==> src/rtl/proc_dispatch_unit_pkg.sv <==
// proc_dispatch_unit_pkg: opcodes and queue-entry layout shared by the dispatch unit
package proc_dispatch_unit_pkg;

    typedef enum logic [2:0] {
        OP_ADD,
        OP_SUB,
        OP_MUL,
        OP_AND,
        OP_OR,
        OP_XOR,
        OP_LOAD,
        OP_STORE
    } opcode_e;

    localparam int ENTRY_DATA_W = 8;
    localparam int ENTRY_ADDR_W = 12;

    // Entry layout at default widths; the top packs the same field order for any width
    typedef struct packed {
        opcode_e                 op;
        logic [ENTRY_DATA_W-1:0] a;
        logic [ENTRY_DATA_W-1:0] b;
        logic [ENTRY_ADDR_W-1:0] addr;
        logic [ENTRY_DATA_W-1:0] wdata;
    } q_entry_t;

    function automatic logic is_mem(input opcode_e op);
        return op == OP_LOAD || op == OP_STORE;
    endfunction

endpackage

==> src/rtl/proc_dispatch_unit_op_fifo.sv <==
// op_fifo: synchronous FIFO with full/empty flags, power-of-two depth
module op_fifo #(
    parameter int WIDTH = 8,
    parameter int DEPTH = 4
) (
    input  logic             clk,
    input  logic             rst,
    input  logic             push,
    input  logic             pop,
    input  logic [WIDTH-1:0] wdata,
    output logic [WIDTH-1:0] rdata,
    output logic             full,
    output logic             empty
);
    localparam int AW = $clog2(DEPTH);

    logic [WIDTH-1:0] mem_q [DEPTH];
    logic [AW-1:0]    wr_q, wr_d, rd_q, rd_d;
    logic [AW:0]      cnt_q, cnt_d;
    logic             do_push, do_pop;

    assign full  = cnt_q == (AW+1)'(DEPTH);
    assign empty = cnt_q == '0;
    assign rdata = mem_q[rd_q];

    // Blocked requests are dropped here; pointers wrap naturally at a power-of-two depth
    always_comb begin
        do_push = push && !full;
        do_pop  = pop && !empty;
        wr_d    = do_push ? wr_q + 1'b1 : wr_q;
        rd_d    = do_pop ? rd_q + 1'b1 : rd_q;
        cnt_d   = cnt_q + (AW+1)'(do_push) - (AW+1)'(do_pop);
    end

    // Storage array, no reset needed since empty masks stale entries
    always_ff @(posedge clk) begin
        if (do_push) mem_q[wr_q] <= wdata;
    end

    // Pointer and occupancy registers
    always_ff @(posedge clk) begin
        if (rst) begin
            wr_q  <= '0;
            rd_q  <= '0;
            cnt_q <= '0;
        end else begin
            wr_q  <= wr_d;
            rd_q  <= rd_d;
            cnt_q <= cnt_d;
        end
    end

endmodule

==> src/rtl/proc_dispatch_unit.sv <==
// proc_dispatch_unit: queued single-issue dispatcher with internal ALU and retrying cache port
module proc_dispatch_unit
    import proc_dispatch_unit_pkg::*;
#(
    parameter int DATA_W    = 8,
    parameter int ADDR_W    = 12,
    parameter int QDEPTH    = 4,
    parameter int MUL_LAT   = 2,
    parameter int MAX_RETRY = 3
) (
    input  logic                clk,
    input  logic                rst,
    input  logic                op_valid,
    output logic                op_ready,
    input  opcode_e             op_sel,
    input  logic [DATA_W-1:0]   a,
    input  logic [DATA_W-1:0]   b,
    input  logic [ADDR_W-1:0]   addr,
    input  logic [DATA_W-1:0]   wdata,
    output logic                mem_valid,
    output logic                mem_rw,
    output logic [ADDR_W-1:0]   mem_addr,
    output logic [DATA_W-1:0]   mem_wdata,
    input  logic                mem_gnt,
    input  logic                mem_hit,
    input  logic [DATA_W-1:0]   mem_rdata,
    output logic [2*DATA_W-1:0] result,
    output logic                result_valid,
    output opcode_e             result_op,
    output logic                result_err,
    output logic [15:0]         miss_cnt,
    output logic                busy
);
    localparam int QW    = $bits(opcode_e) + 3 * DATA_W + ADDR_W;
    localparam int RES_W = 2 * DATA_W;
    localparam int CW    = $clog2(MUL_LAT + 1);
    localparam int RW    = $clog2(MAX_RETRY + 1);

    typedef enum logic [1:0] {S_IDLE, S_EXEC, S_MEM_REQ, S_RETRY} state_e;

    state_e              state_q, state_d;
    opcode_e             op_q, op_d, result_op_q, result_op_d, h_op;
    logic [DATA_W-1:0]   a_q, a_d, b_q, b_d, wdata_q, wdata_d;
    logic [ADDR_W-1:0]   addr_q, addr_d;
    logic [CW-1:0]       cyc_q, cyc_d;
    logic [RW-1:0]       retry_q, retry_d;
    logic [RES_W-1:0]    result_q, result_d, alu_res;
    logic                result_valid_q, result_valid_d, result_err_q, result_err_d;
    logic [15:0]         miss_cnt_q, miss_cnt_d;
    logic [DATA_W:0]     sum_w, diff_w;
    logic [QW-1:0]       q_wdata, q_rdata;
    logic                q_full, q_empty, q_pop;
    logic [2:0]          h_op_bits;
    logic [DATA_W-1:0]   h_a, h_b, h_wdata;
    logic [ADDR_W-1:0]   h_addr;

    assign q_wdata = {op_sel, a, b, addr, wdata};
    assign {h_op_bits, h_a, h_b, h_addr, h_wdata} = q_rdata;
    assign h_op = opcode_e'(h_op_bits);

    op_fifo #(.WIDTH(QW), .DEPTH(QDEPTH)) u_fifo (
        .clk   (clk),
        .rst   (rst),
        .push  (op_valid),
        .pop   (q_pop),
        .wdata (q_wdata),
        .rdata (q_rdata),
        .full  (q_full),
        .empty (q_empty)
    );

    assign op_ready     = !q_full;
    assign mem_valid    = state_q == S_MEM_REQ;
    assign mem_rw       = op_q == OP_LOAD;
    assign mem_addr     = addr_q;
    assign mem_wdata    = wdata_q;
    assign result       = result_q;
    assign result_valid = result_valid_q;
    assign result_op    = result_op_q;
    assign result_err   = result_err_q;
    assign miss_cnt     = miss_cnt_q;
    assign busy         = state_q != S_IDLE || !q_empty;

    // Unsigned ALU; the extra top bit of sum/diff carries carry-out or borrow
    always_comb begin
        sum_w  = {1'b0, a_q} + {1'b0, b_q};
        diff_w = {1'b0, a_q} - {1'b0, b_q};
        case (op_q)
            OP_ADD:  alu_res = RES_W'(sum_w);
            OP_SUB:  alu_res = RES_W'(diff_w);
            OP_MUL:  alu_res = RES_W'(a_q) * RES_W'(b_q);
            OP_AND:  alu_res = RES_W'(a_q & b_q);
            OP_OR:   alu_res = RES_W'(a_q | b_q);
            OP_XOR:  alu_res = RES_W'(a_q ^ b_q);
            default: alu_res = '0;
        endcase
    end

    // Dispatch FSM: pop in IDLE, execute or run the cache handshake, then complete
    always_comb begin
        state_d        = state_q;
        op_d           = op_q;
        a_d            = a_q;
        b_d            = b_q;
        addr_d         = addr_q;
        wdata_d        = wdata_q;
        cyc_d          = cyc_q;
        retry_d        = retry_q;
        result_d       = result_q;
        result_valid_d = 1'b0;
        result_op_d    = result_op_q;
        result_err_d   = result_err_q;
        miss_cnt_d     = miss_cnt_q;
        q_pop          = 1'b0;
        case (state_q)
            S_IDLE: if (!q_empty) begin
                q_pop   = 1'b1;
                op_d    = h_op;
                a_d     = h_a;
                b_d     = h_b;
                addr_d  = h_addr;
                wdata_d = h_wdata;
                cyc_d   = '0;
                retry_d = '0;
                state_d = is_mem(h_op) ? S_MEM_REQ : S_EXEC;
            end
            S_EXEC: if (op_q != OP_MUL || cyc_q == CW'(MUL_LAT - 1)) begin
                result_d       = alu_res;
                result_valid_d = 1'b1;
                result_op_d    = op_q;
                result_err_d   = 1'b0;
                state_d        = S_IDLE;
            end else begin
                cyc_d = cyc_q + 1'b1;
            end
            S_MEM_REQ: if (mem_gnt && mem_hit) begin
                result_d       = op_q == OP_LOAD ? RES_W'(mem_rdata) : RES_W'(wdata_q);
                result_valid_d = 1'b1;
                result_op_d    = op_q;
                result_err_d   = 1'b0;
                state_d        = S_IDLE;
            end else if (mem_gnt) begin
                miss_cnt_d = miss_cnt_q == 16'hFFFF ? miss_cnt_q : miss_cnt_q + 16'd1;
                retry_d    = retry_q + 1'b1;
                state_d    = S_RETRY;
            end
            S_RETRY: if (retry_q == RW'(MAX_RETRY)) begin
                result_d       = '0;
                result_valid_d = 1'b1;
                result_op_d    = op_q;
                result_err_d   = 1'b1;
                state_d        = S_IDLE;
            end else begin
                state_d = S_MEM_REQ;
            end
            default: state_d = S_IDLE;
        endcase
    end

    // State and datapath registers
    always_ff @(posedge clk) begin
        if (rst) begin
            state_q        <= S_IDLE;
            op_q           <= OP_ADD;
            a_q            <= '0;
            b_q            <= '0;
            addr_q         <= '0;
            wdata_q        <= '0;
            cyc_q          <= '0;
            retry_q        <= '0;
            result_q       <= '0;
            result_valid_q <= 1'b0;
            result_op_q    <= OP_ADD;
            result_err_q   <= 1'b0;
            miss_cnt_q     <= '0;
        end else begin
            state_q        <= state_d;
            op_q           <= op_d;
            a_q            <= a_d;
            b_q            <= b_d;
            addr_q         <= addr_d;
            wdata_q        <= wdata_d;
            cyc_q          <= cyc_d;
            retry_q        <= retry_d;
            result_q       <= result_d;
            result_valid_q <= result_valid_d;
            result_op_q    <= result_op_d;
            result_err_q   <= result_err_d;
            miss_cnt_q     <= miss_cnt_d;
        end
    end

endmodule
==> config.mk <==
export PLATFORM = sky130hd
export DESIGN_NAME = proc_dispatch_unit
export DESIGN_NICKNAME = d
export VERILOG_FILES = /design/src/rtl/proc_dispatch_unit_pkg.sv /design/src/rtl/proc_dispatch_unit_op_fifo.sv /design/src/rtl/proc_dispatch_unit.sv
export SDC_FILE = /design/constraint.sdc
export NUM_CORES = 1
export LEC_CHECK = 0
export CAP_MARGIN = 20
export CORE_ASPECT_RATIO = 0.6
export CORE_MARGIN = 5
export CORE_UTILIZATION = 40
export DETAILED_ROUTE_END_ITERATION = 10
export PLACE_DENSITY_LB_ADDON = 0.3
export SYNTH_ARGS = -nofsm -noshare
export SYNTH_HDL_FRONTEND = slang
export SYNTH_SLANG_ARGS = --single-unit
==> constraint.sdc <==
create_clock -name clk -period 6 [get_ports clk]
set_input_delay 1.2 -clock clk [delete_from_list [all_inputs] [get_ports clk]]
set_output_delay 1.2 -clock clk [all_outputs]
set_load 0.01 [all_outputs]
==> results.tsv, run 1 <==
metric	value	unit
reg2reg_depth	15	
dieWidth	236.7	um
slowest_stage	fa_1	
critPathMaxStageDelay	540	ps
fmax	0.2215	GHz
rsz0062_at_grt	false	
hold_viol	0	
synth.area.top_cells	edfxtp_1, dfxtp_1, mux4_2	
p_sw	0.002725	W
cts_repair_resize_count	0	
core	30160	um2
initial_core_util	40.90	%
worstHoldPathCells	2	
synth-compound-area-share	7.912	%
utilization	48.54	%
synthArstFlopShare	0	%
power_density	476.9	nW/um2
cts.htree.levels	1	
status	finished, final reports clean	
p_sw_share	39.03	%
grt_max_degree	69	
synth_warnings	0	
slew_viol_final	0	
irDropWorstVdd	0.0002770	V
post_synth_mux_area_share	8.104	%
p_int	0.004257	W
grt_usage	17.28	%
synthSimpleGateAreaFrac	10.97	%
p_comb_share	43.7	%
synth_top_area_share	37.98	%
syn_inst	1038	
cp-end-kind	flip-flop	
hold_buffers	0	
path_depth	15	
ys_types	65	
io_pins	113	
worst_pin_slew	1099	ps
fin_nets	1303	
synth_top_family_by_area	adder cells	
ant_nets	0	
rows	49	
path_clk_slew	60	ps
postCtsSetupBuffers	0	
hold_path_class	flip-flop to flip-flop	
grt_overflow	0	
slew_headroom	26.77	%
worstPathRequired	6400	ps
seq_power_share	34.2	%
min_period	4515	ps
cts_made_buffers	24	
post-dp-hpwl	21140	um
critPathMaxFanout	8	
synth_edf_count	156	
worst_ep_arrival_time	4910	ps
synth_seq_cells	247	
synthAdderAreaFrac	13.27	%
die_area	34570	um2
num_vias	8241	
cp_top_family	adder cells	
die_y	146.0	um
antenna_found_initial	0	
antenna_cells	0	
clk_latency	540	ps
crit_chain	clkinv_1 -> nor2_1 -> fa_1 -> ha_1 -> inv_1 -> fa_1 -> fa_1 -> inv_1 -> ha_1 -> a211oi_1 -> o21bai_1 -> a21oi_1 -> o21ai_0 -> xnor2_1 -> o21ai_1	
clock_skew	17.72	ps
synthXorXnorAreaFrac	2.769	%
drive_above_1_share	9.310	%
drv_cap	0	
grt_first_pass_wirelength	47670	um
finalSetupViolCount	0	
pwr-share-clk	22.1	%
drt-total-wl	30210	um
synth-main-ff-cell	edfxtp_1	
area_growth_syn_to_layout	18.68	%
synth_top_cell_by_area	edfxtp_1	
synthesis.area	12340	um2
cts-root-buf	clkbuf_16	
finalSetupTns	0	ps
dr.pass1.iters	5	
route.detailed.drc	0	
cts_tree	built	
path_class	flip-flop to flip-flop	
period_share	75.24	%
avgSynthCellArea	11.88	um2
crit_top_cell	fa_1	
clk_path_buf_depth	3	
gp_congestion	0.9410	
path_buf_inv	3	
nFillCells	2755	
p_leak	5.425	nW
vias_per_cell	5.256	
synth_fp_nets	1198	
synthTopCellsByCount	edfxtp_1, nand2_1, nor2_1	
ys_seq_area_share	52.74	%
placement.io_buffers	112	
clock_sinks	247	
grt_pass1_vias	8156	
avgRoutedWirePerCell	19.26	um
synthMostInstantiatedCell	edfxtp_1	
reg2reg_slack	1490	ps
start_kind	flip-flop	
drt_iter0_drc	676	
-- cell usage in the layout, fill, tap and decap left out, types with 5 or more instances in the layout --
master / instances
a21oi_1: 71
edfxtp_1: 156
o21a_1: 5
mux4_2: 39
clkdlybuf4s50_1: 111
o21ai_1: 8
nor2_1: 105
and3_1: 5
clkinv_2: 5
nor2b_1: 8
xor2_1: 15
o21ai_0: 27
clkinv_1: 13
a21o_1: 5
mux2i_1: 11
clkbuf_16: 25
nor3_1: 12
nand4_1: 5
inv_1: 80
ha_1: 70
buf_4: 9
a31oi_1: 6
nand2_1: 125
dfxtp_1: 89
nand3_1: 10
xnor2_1: 24
fa_1: 38
-- kinds of logic (layout without fill, tap and decap cells) --
| family | count (synthesis) | count (layout) |
|---|---|---|
| AOI/OAI and AO/OA | 160 | 160 |
| muxes | 51 | 51 |
| and+or+nand+nor | 303 | 303 |
| DFF | 247 | 247 |
| adders and majority gates | 108 | 108 |
| buffers and inverters | 130 | 252 |
| xor gates and xnor gates | 39 | 39 |
-- routing by layer --
metal	GRT usage [%]	part of all wire, %
met3	3.676	7.0
met1	26.85	49
met2	25.47	42
met4	2.653	1.3
met5	0	0
-- power groups by stage --
stage | logic [W] | registers [W] | clock network [W]
floorplan | 0.00210 | 0.00233 | 0
global placement | 0.00299 | 0.00241 | 0
detailed placement | 0.00302 | 0.00242 | 0
CTS | 0.00304 | 0.00239 | 0.00158
global route | 0.00337 | 0.00243 | 0.00165
finish | 0.00305 | 0.00239 | 0.00154
-- tightest hold or removal path, stage by stage (launching register included) --
cell and delay (ps):
dfxtp_1 310, nand2_1 50, o21ai_1 50
-- through the flow --
step                setup WS [ps]  std cells  instance area (um2)  hold WS, ps  power (W)
floorplan                    1958       1038                12340        457.5   0.004433
global placement             1639       1525                13850        440.3   0.005408
detailed placement           1568       1525                13850        445.1   0.005442
CTS                          1523       1568                14640        457.1   0.007011
global route                 1164       1568                14640        475.3   0.007446
finish                       1485       1568                14640        450.3   0.006983
-- cell type report --
| class | count | area (um2) | area share [%] |
|---|---|---|---|
| clock inverters | 15 | 156.4 | 1.068 |
| clock buffers | 28 | 636.9 | 4.350 |
| multi-input cells | 661 | 5315 | 36.30 |
| flip-flops and latches | 247 | 6509 | 44.46 |
| well taps | 408 | 510.5 | 3.487 |
| repair buffers | 120 | 1179 | 8.051 |
| inverters | 89 | 334.1 | 2.282 |
-- flip-flops by register name (all words and copies together), names as in the netlist, named ones only --
signal,flops
u_fifo.mem_q,156
miss_cnt,16
result,16
mem_addr,12
a_q,8
b_q,8
mem_wdata,8
op_q,3
result_op,3
u_fifo.cnt_q,3
cyc_q,2
retry_q,2
state_q,2
u_fifo.rd_q,2
u_fifo.wr_q,2
result_err,1
result_valid,1
-- worst paths after layout --
path                                         startpoint                       to
worst min register to register  result[12]$_SDFFE_PP0P_  result[12]$_SDFFE_PP0P_
worst max register to register      b_q[4]$_SDFFE_PP0P_  result[13]$_SDFFE_PP0P_
worst min-delay path            result[12]$_SDFFE_PP0P_  result[12]$_SDFFE_PP0P_
worst max-delay path                b_q[4]$_SDFFE_PP0P_  result[13]$_SDFFE_PP0P_
No activity file was read; power rests on OpenSTA's default activity.
==> inputs of run 2 (changes only) <==
Clock period 6 ns to 4.3 ns, I/O delays scaled along.
==> results.tsv, run 2 (synthesized netlist as in run 1, its figures left out) <==
metric	value	unit
fin_nets	1342	
clk_path_buf_depth	3	
io_pins	113	
hold_viol	0	
path_class	flip-flop to flip-flop	
cp-end-kind	flip-flop	
grt_overflow	0	
regArea	6528	um2
avgRoutedWirePerCell	19.36	um
post-dp-hpwl	22260	um
p_leak	5.648	nW
rows	49	
fmax	0.2448	GHz
initial_core_util	40.90	%
period_share	95.00	%
die_y	146.0	um
finalSetupViolCount	0	
min_period	4085	ps
utilization	50.03	%
top_register	u_fifo.mem_q	
drt_iter0_drc	766	
postPlaceCellArea	14100	um2
dr.pass1.iters	5	
clk_latency	540	ps
cts_tree	built	
antenna_cells	0	
cts_made_buffers	25	
finalPower	0.01030	W
ant_nets	0	
critPathMaxFanout	5	
layout_common_cells	edfxtp_1, nand2_1, clkdlybuf4s50_1	
die_area	34570	um2
hold_path_class	flip-flop to flip-flop	
clock_sinks	247	
dieWidth	236.7	um
cts.htree.levels	1	
clock_skew	19.54	ps
multi_input_comb_area	5364	um2
num_vias	8417	
area_growth_syn_to_layout	22.35	%
irDropWorstVdd	0.0004284	V
antenna_found_initial	0	
worst_pin_slew	1100	ps
vias_per_cell	5.231	
status	finished, final reports clean	
largest_reg_flops	156	
fin_area	15090	um2
route.detailed.drc	0	
nFillCells	2759	
worst_ep_arrival_time	4490	ps
slew_viol_final	0	
drv_cap	0	
grt_usage	17.85	%
gp_congestion	0.9744	
cts-root-buf	clkbuf_16	
power_density	682.3	nW/um2
placement.io_buffers	112	
path_clk_slew	70	ps
grt_max_degree	85	
core	30160	um2
drive_above_1_share	14.82	%
start_kind	flip-flop	
holdWs	445.9	ps
hold_buffers	0	
slew_headroom	26.65	%
final_common_cell	edfxtp_1	
grt_pass1_vias	8542	
drt-total-wl	31140	um
grt_first_pass_wirelength	49180	um
worstPathRequired	4710	ps
[run 2: cell types whose count changed in the layout (fill, tap and decap cells not counted), sizes merged]
cell | before | now
clkinvlp | 2 | 6
bufinv | 3 | 4
clkinv | 18 | 13
inv | 81 | 83
clkbuf | 28 | 29
buf | 9 | 47
[run 2: through the flow]
step / std cells / setup TNS, ps / setup WS, ps
after detailed placement: 1559 / 0 / 9.780
after CTS: 1605 / 0 / 19.01
final: 1609 / 0 / 215.1
after global placement: 1559 / 0 / 13.52
after global routing: 1609 / -13.40 / -11.12
after floorplan: 1038 / 0 / 257.6
[run 2: metal layers]
layer,wire length (um),global-route usage (%)
met2,13390,26.08
met1,14980,27.40
met5,0,0
met3,2215,4.279
met4,558,3.374
[run 2: power breakdown]
group	switching, W	leakage (nW)	internal, W
logic	0.00266	3.05	0.00200
registers	0.000395	2.18	0.00297
clock network	0.000928	0.420	0.00135
[run 2: worst paths after layout]
path                                         startpoint  slack, ps  cells after the start                      end
worst max-delay path                a_q[3]$_SDFFE_PP0P_        220                     15  result[15]$_SDFFE_PP0P_
worst min-delay path            result[10]$_SDFFE_PP0P_        450                      2  result[10]$_SDFFE_PP0P_
worst max register to register      a_q[3]$_SDFFE_PP0P_        220                     15  result[15]$_SDFFE_PP0P_
worst min register to register  result[10]$_SDFFE_PP0P_        450                      2  result[10]$_SDFFE_PP0P_
[run 2: worst max-delay path: stages (launching register included)]
cell and delay, ps:
dfxtp_2 390, inv_1 130, nor2_1 170, fa_1 460
fa_1 520, fa_1 540, inv_1 50, fa_1 540
inv_1 40, ha_1 210, a21oi_2 210, o221ai_1 190
a21oi_1 200, o31ai_2 100, xnor2_1 160, o21ai_1 70
[run 2: timing repair]
action,in CTS,in global routing
resized for setup,1,33
setup endpoints to repair,2,10
buffers inserted,0,3
pin swaps,0,5
cloned,0,0
[run 2: area by class of cell]
class	instances	share of cell area [%]
flip-flops and latches	247	43.25
clock inverters	17	1.351
multi-input cells	661	35.54
clock buffers	29	4.377
inverters	89	2.313
well taps	408	3.383
repair buffers	158	9.783
==> inputs of run 3 (changes only) <==
Settings changed: SLEW_MARGIN set to 20.
==> results.tsv, run 3 (synthesized netlist as in run 1, its figures left out) <==
metric	value	unit
instances_no_fill	1609	
ant_nets	0	
io_pins	113	
cts.htree.levels	1	
hold_viol	0	
clk_path_buf_depth	3	
drv_cap	0	
placement.io_buffers	112	
clock_sinks	247	
p_leak	5.648	nW
fmax	0.2441	GHz
min_period	4096	ps
worstPathRequired	4710	ps
cp-end-kind	flip-flop	
core	30160	um2
grt_usage	17.85	%
status	finished, final reports clean	
dieWidth	236.7	um
drt-total-wl	31200	um
power_density	682.6	nW/um2
rows	49	
post-dp-hpwl	22260	um
area_growth_syn_to_layout	22.35	%
clock_skew	24.94	ps
clk_latency	540	ps
die_y	146.0	um
grt_pass1_vias	8542	
antenna_found_initial	0	
grt_first_pass_wirelength	49180	um
initial_core_util	40.90	%
finalPower	0.01030	W
irDropWorstVdd	0.0004263	V
dr.pass1.iters	5	
start_kind	flip-flop	
hold_path_class	flip-flop to flip-flop	
avgRoutedWirePerCell	19.39	um
dp_cells	1559	
vias_per_cell	5.234	
slew_headroom	25.96	%
path_clk_slew	70	ps
critPathMaxFanout	5	
hold_buffers	0	
top_register	u_fifo.mem_q	
fin_nets	1342	
period_share	95.26	%
drt_iter0_drc	756	
final_common_cell	edfxtp_1	
cts_tree	built	
path_class	flip-flop to flip-flop	
die_area	34570	um2
grt_max_degree	85	
finalSetupTns	0	ps
multi_input_comb_area	5364	um2
regArea	6528	um2
drive_above_1_share	14.82	%
place_ws	9.780	ps
route.detailed.drc	0	
antenna_cells	0	
num_vias	8421	
cts_made_buffers	25	
cts-root-buf	clkbuf_16	
nFillCells	2759	
largest_reg_flops	156	
finalSetupViolCount	0	
setup_slack	203.8	ps
worst_ep_arrival_time	4500	ps
worst_pin_slew	1111	ps
gp_congestion	0.9744	
grt_overflow	0	
slew_viol_final	0	
layout_common_cells	edfxtp_1, nand2_1, clkdlybuf4s50_1	
[run 3: timing repair]
action	4_1_cts	5_1_grt
resized for setup	1	33
setup buffers	0	3
pin swaps	0	5
endpoints found under the hold margin	0	0
setup endpoints to repair	2	10
[run 3: power by group]
| part | internal [W] | total, W | switching, W |
|---|---|---|---|
| Clock | 0.00135 | 0.00228 | 0.000926 |
| Combinational | 0.00200 | 0.00466 | 0.00267 |
| Sequential | 0.00297 | 0.00336 | 0.000398 |
| Total | 0.00631 | 0.0103 | 0.00399 |
[run 3: path summary, 6_finish.rpt]
| kind | startpoint | end | slack (ps) | cells past startpoint |
|---|---|---|---|---|
| setup / recovery | a_q[3]$_SDFFE_PP0P_ | result[15]$_SDFFE_PP0P_ | 200 | 15 |
| hold reg to reg | result[10]$_SDFFE_PP0P_ | result[10]$_SDFFE_PP0P_ | 450 | 2 |
| setup reg to reg | a_q[3]$_SDFFE_PP0P_ | result[15]$_SDFFE_PP0P_ | 200 | 15 |
| hold / removal | result[10]$_SDFFE_PP0P_ | result[10]$_SDFFE_PP0P_ | 450 | 2 |
[run 3: final cells by class]
| cell class | count | area share (%) |
|---|---|---|
| flip-flops and latches | 247 | 43.25 |
| multi-input cells | 661 | 35.54 |
| repair buffers | 158 | 9.783 |
| clock buffers | 29 | 4.377 |
| well taps | 408 | 3.383 |
| inverters | 89 | 2.313 |
| clock inverters | 17 | 1.351 |
[run 3: per-stage QoR]
| step | hold slack (ps) | instance area (um2) | utilization, % |
|---|---|---|---|
| 2_1_floorplan | 457.5 | 12340 | - |
| 3_3_place_gp | 438.4 | 14100 | 46.75 |
| 3_5_place_dp | 441.1 | 14100 | 46.75 |
| 4_1_cts | 449.5 | 14970 | 49.63 |
| 5_1_grt | 470.6 | 15090 | 50.03 |
| 6_report | 445.9 | 15090 | 50.03 |
[run 3: critical path: stages, from the launching register on]
cell and delay [ps]:
dfxtp_2 390, inv_1 140, nor2_1 170, fa_1 460, fa_1 520, fa_1 540
inv_1 50, fa_1 540, inv_1 40, ha_1 210, a21oi_2 210, o221ai_1 190
a21oi_1 200, o31ai_2 100, xnor2_1 160, o21ai_1 70
[run 3: layer usage]
layer	wire length [um]	vias to the layer above	part of all wire, %	global-route usage (%)
met2	13390	254	43	26.08
met4	541	0	1.7	3.374
met3	2196	32	7.0	4.279
met5	0	-	0	0
met1	15080	4185	48	27.40
li1	-	3950	-	-
